<file path="src/rtl/regfile_pkg.sv">
// Shared constants for the MIPS multicycle register file.
// Named register addresses are provided for benches and surrounding datapath code.
package regfile_pkg;

    localparam int unsigned DATA_W = 32;
    localparam int unsigned ADDR_W = 5;
    localparam int unsigned NREGS  = 2 ** ADDR_W;

    localparam logic [4:0] REG_ZERO = 5'd0;
    localparam logic [4:0] REG_SP   = 5'd29;
    localparam logic [4:0] REG_RA   = 5'd31;

endpackage

</file>
<file path="src/rtl/regfile_wr_decode.sv">
// Write-address decoder: ADDR_W-bit address to NREGS one-hot enables, gated by en_i.
// Bit 0 is always low so r0 can never be written.
module regfile_wr_decode #(
    parameter int unsigned ADDR_W = 5,
    parameter int unsigned NREGS  = 32
) (
    input  logic              en_i,
    input  logic [ADDR_W-1:0] addr_i,
    output logic [NREGS-1:0]  onehot_o
);

    always_comb begin
        onehot_o = '0;
        if (en_i) begin
            onehot_o[addr_i] = 1'b1;
        end
        onehot_o[0] = 1'b0;
    end

endmodule

</file>
<file path="src/rtl/regfile_32x32_wr.sv">
// 32x32 register file: one synchronous write port, two combinational read ports, r0 reads zero.
// Define REGFILE_BYPASS_EN to forward same-cycle write data to a matching read port.
module regfile_32x32_wr #(
    parameter int unsigned DATA_W = regfile_pkg::DATA_W,
    parameter int unsigned ADDR_W = regfile_pkg::ADDR_W
) (
    input  logic              clk,
    input  logic              reset,
    input  logic              regWrite,
    input  logic [ADDR_W-1:0] writeReg,
    input  logic [DATA_W-1:0] writeData,
    input  logic [ADDR_W-1:0] readReg1,
    input  logic [ADDR_W-1:0] readReg2,
    output logic [DATA_W-1:0] readData1,
    output logic [DATA_W-1:0] readData2
);

    localparam int unsigned NREGS = 2 ** ADDR_W;

    import regfile_pkg::*;

    // r0 has no storage; the array starts at index 1.
    logic [DATA_W-1:0] regs_q [1:NREGS-1];
    logic [DATA_W-1:0] regs_d [1:NREGS-1];
    logic [NREGS-1:0]  we_onehot;
    logic              unused_we_bit0;

    regfile_wr_decode #(
        .ADDR_W (ADDR_W),
        .NREGS  (NREGS)
    ) u_wr_decode (
        .en_i     (regWrite),
        .addr_i   (writeReg),
        .onehot_o (we_onehot)
    );

    assign unused_we_bit0 = we_onehot[0];

    always_comb begin
        for (int i = 1; i < NREGS; i++) begin
            regs_d[i] = regs_q[i];
            if (we_onehot[i]) begin
                regs_d[i] = writeData;
            end
        end
    end

    always_ff @(posedge clk) begin
        for (int i = 1; i < NREGS; i++) begin
            if (reset) begin
                regs_q[i] <= '0;
            end else begin
                regs_q[i] <= regs_d[i];
            end
        end
    end

`ifdef REGFILE_BYPASS_EN
    logic wr_live;
    logic fwd1;
    logic fwd2;

    assign wr_live = regWrite && !reset && (writeReg != ADDR_W'(REG_ZERO));
    assign fwd1    = wr_live && (readReg1 == writeReg);
    assign fwd2    = wr_live && (readReg2 == writeReg);
`else
    logic fwd1;
    logic fwd2;

    assign fwd1 = 1'b0;
    assign fwd2 = 1'b0;
`endif

    always_comb begin
        readData1 = '0;
        if (fwd1) begin
            readData1 = writeData;
        end else if (readReg1 != ADDR_W'(REG_ZERO)) begin
            readData1 = regs_q[readReg1];
        end
    end

    always_comb begin
        readData2 = '0;
        if (fwd2) begin
            readData2 = writeData;
        end else if (readReg2 != ADDR_W'(REG_ZERO)) begin
            readData2 = regs_q[readReg2];
        end
    end

endmodule

</file>
<file path="config.mk">
export PLATFORM = sky130hd
export DESIGN_NAME = regfile_32x32_wr
export DESIGN_NICKNAME = d
export VERILOG_FILES = /design/src/rtl/regfile_pkg.sv /design/src/rtl/regfile_wr_decode.sv /design/src/rtl/regfile_32x32_wr.sv
export SDC_FILE = /design/constraint.sdc
export NUM_CORES = 2
export LEC_CHECK = 0
export ABC_CLOCK_PERIOD_IN_PS = 7700
export CELL_PAD_IN_SITES_DETAIL_PLACEMENT = 0
export CELL_PAD_IN_SITES_GLOBAL_PLACEMENT = 1
export CORE_MARGIN = 2
export CORE_UTILIZATION = 57
export CTS_CLUSTER_DIAMETER = 30
export DETAILED_ROUTE_END_ITERATION = 16
export PLACE_DENSITY = 0.91
export SETUP_SLACK_MARGIN = 0.2
export SYNTH_ARGS = -nofsm -noshare
export SYNTH_HDL_FRONTEND = slang
export SYNTH_SLANG_ARGS = --single-unit
</file>
<file path="constraint.sdc">
create_clock -name clk -period 7.7 [get_ports clk]
set_clock_uncertainty 0.1 [all_clocks]
set_input_delay 0.77 -clock clk [delete_from_list [all_inputs] [get_ports clk]]
set_output_delay 0.77 -clock clk [all_outputs]
set_load 0.03 [all_outputs]
</file>
==> results.md <==
- Outcome: finished, final reports clean
- Largest stage delay, worst path: 1310 ps
- Top cells by count, synth: and2_1, edfxtp_1, mux2i_1
- CP Max Fanout: 19
- Grt met1 use: between 40 and 50%
- CTS Buf Count: 198
- Clock sink count: around 990
- Core Area: 0.0935 sq mm
- Tot Pwr: 17.0 mW
- PortBufs: about 110
- Crit path capture: readData1[21]
- DR DRC count: 0
- H-tree levels: 4
- Finished Layout Cells: 5398
- # resized after CTS: 0
- Vias in the first global route: around 38000
- DR vias: 37867
- MaxCap Viol Count: 0
- Area growth syn-to-layout: 16.8%
- Critical path startpoint: readReg1[4]
- Initial antenna violation count: 15
- Critical path class: primary input to primary output
- Switching power total: 4.32 mW
- Max Freq: around 170 MHz
- Worst vdd ir: between 0.15 and 0.2 mV
- Placed insts: just over 5000
- Nets: between 4000 and 5000
- Crit path launch type: primary input
- Fin. Hold Viols: 0
- DRT iter0 DRCs: roughly 5900
- CP arrival: 5120 ps
- Post-synth EDFFs: between 900 and 1000
- Synth Net Count: approximately 4000
- Internal power: about 13 mW
- Required time worst endpoint: around 7000 ps
- Max_slew headroom: under 10%
- First-pass GRT wire length: approximately 260000 microns
- CP cell instances: clkdlybuf4s50_1 > clkinv_1 > buf_4 > nand2_1 > nor3_1 > a31oi_1 > o221ai_1 > clkdlybuf4s50_1
- Yosys top cell area share: between 50% and 60%
- Post-CTS Setup Repair Bufs: 0
- Die ar.: about 0.097 sq mm
- Hold WC Path Type: primary input to flip-flop
- Layout cells sized above 1: between 20% and 30%
- Slowest-stage cell, CP: nor3_1
- Net Sw Frac: between 20% and 30%
- RSZ-0062 raised after global routing: no
- Largest reg by FF count: regs_q
- Hold-critical path depth: 3
- Number of fill cells in the layout: ~6300
- Crit path top cell by count: clkdlybuf4s50_1
- Synth area leaders: edfxtp_1, and2_1, mux4_2
- Gate power share: between 10% and 20%
- Biggest regs: regs_q (992)
- First-pass DRT Iterations: 6
- Avg Inst Size Synth: 13.6 sq um
- Cell taking the most area after synthesis: edfxtp_1
- CTS tree: done
- Longest Clk Path Bufs: 3
- Die width: ~310 microns
- Max reg flops: between 900 and 1000
- Starting Density: 57.6%
- Reg power frac: ~38%
- Critical path depth: 8
- Ys flop type: edfxtp_1
- Cells after Synth: slightly below 4000
- Total Routing Usage GR: roughly two fifths
- # rows: between 100 and 150
- Minimum clock period: about 6000 ps
- Drt total wl: between 150000 and 200000 microns
- Largest net degree at the start of global routing: 77
- Power per Cell Area: between 200 and 300 mW/mm^2
- Final setup violation count: 0
- Clock slew at reported path FFs: 50 ps
- # hold bufs at CTS: 0
- Leakage Power: 22.7 nW
- Clock power frac: 51.6%
- Setup TNS: 0 ps
- Antenna viol nets, final: 0
- Final slew viol count: 0
- Met2 usage in global routing: 56.4%
- Die Ht: between 300 and 400 microns
- Met3 Track Usage GR: approximately 15%
- Share of the yosys chip area belonging to registers: a little under three fifths
- WP buf/inv: 4
- Flops & latches, synth: between 900 and 1000
- CP top delay family: simple AND/OR/NAND/NOR gates
- Worst slew pin tran: 1380 ps
- Synth warn: 0
- IO Pins: between 100 and 150
- Syn Std Cell Area: between 0.05 and 0.06 sq mm
- CTS root buffer: clkbuf_16
- Post-DP HPWL: 104000 microns
- DR WL/cell: about 35 microns
- Top Usage Layer GRT: met2
- Fin crit share: around 78%
- Ys async rst share: 0%
- GRT overflow: 0
- Gp weighted congestion: 0.880
- Most frequent cell after synthesis: and2_1
- Number of vias per cell: 7.02
- Post-synthesis cell type count: 39
- CP Capture Type: primary output
[power by group through the flow]
stage	Sequential [mW]	Combinational, mW	Clock (mW)
floorplan	6.46	1.09	0
global placement	6.48	1.74	0
detailed placement	6.50	1.76	0
CTS	6.41	1.77	8.78
global route	6.44	1.86	9.07
finish	6.42	1.83	8.79
[worst min path at each step]
stage	to	slack [ps]	from
floorplan	regs_q[1][31]	870	writeData[31]
global placement	regs_q[9][9]	1660	writeData[9]
detailed placement	regs_q[13][9]	1670	writeData[9]
CTS	regs_q[13][9]	850	writeData[9]
global route	regs_q[14][9]	890	writeData[9]
finish	regs_q[13][9]	870	writeData[9]
[routing by layer]
metal  part of all wire, %  vias up
met5                 0.027        -
met4                   6.0        8
met3                    16      724
met2                    44     3299
met1                    34    18712
li1                      -    15124
[per-stage QoR]
stage	setup WS [ps]	hold slack [ps]	util (%)	cell area, sq um
2_1_floorplan	4120	868	-	53900
3_3_place_gp	2000	1660	59.9	56000
3_5_place_dp	1970	1670	59.9	56000
4_1_cts	1960	846	67.3	62900
5_1_grt	1820	890	67.3	62900
6_report	1710	867	67.3	62900
[area by class of cell]
class	instances	area, sq um	share of cell area [%]
clock buffer	218	5050	8.03
inverter	1	3.75	0.00597
antenna	3	7.51	0.0119
tap	1254	1570	2.49
sequential	992	29800	47.4
clock inverter	148	1860	2.95
multi-input combinational	2556	22500	35.8
timing repair buffer	226	2090	3.32
[kinds of logic (layout without fill, tap and decap cells)]
family          count (synthesis)  after routing  synth area share, %
compound gates                559            559                 7.43
buf+inv                       422            593                 3.78
flops                         992            992                 55.3
mux                           784            784                 20.1
other cells                     0              3                    0
simple gates                 1213           1213                 13.3
[layout by cell type, fill, tap and decap left out, drive strengths merged, types with 5 or more instances in the layout]
| cell type | count |
|---|---|
| buf | 121 |
| and2 | 995 |
| nor2b | 8 |
| a31oi | 32 |
| o221ai | 16 |
| a22o | 95 |
| clkinv | 79 |
| clkinvlp | 23 |
| o22ai | 64 |
| nand3b | 5 |
| bufinv | 31 |
| a221oi | 65 |
| o21ai | 47 |
| a21oi | 80 |
| edfxtp | 992 |
| mux2i | 401 |
| inv | 16 |
| mux4 | 224 |
| o211ai | 32 |
| mux2 | 159 |
| nand2 | 57 |
| a211oi | 32 |
| nor2 | 85 |
| a22oi | 64 |
| clkbuf | 219 |
| nor3 | 50 |
| o21bai | 31 |
| clkdlybuf4s50 | 104 |
No activity file was read; power rests on OpenSTA's default activity.
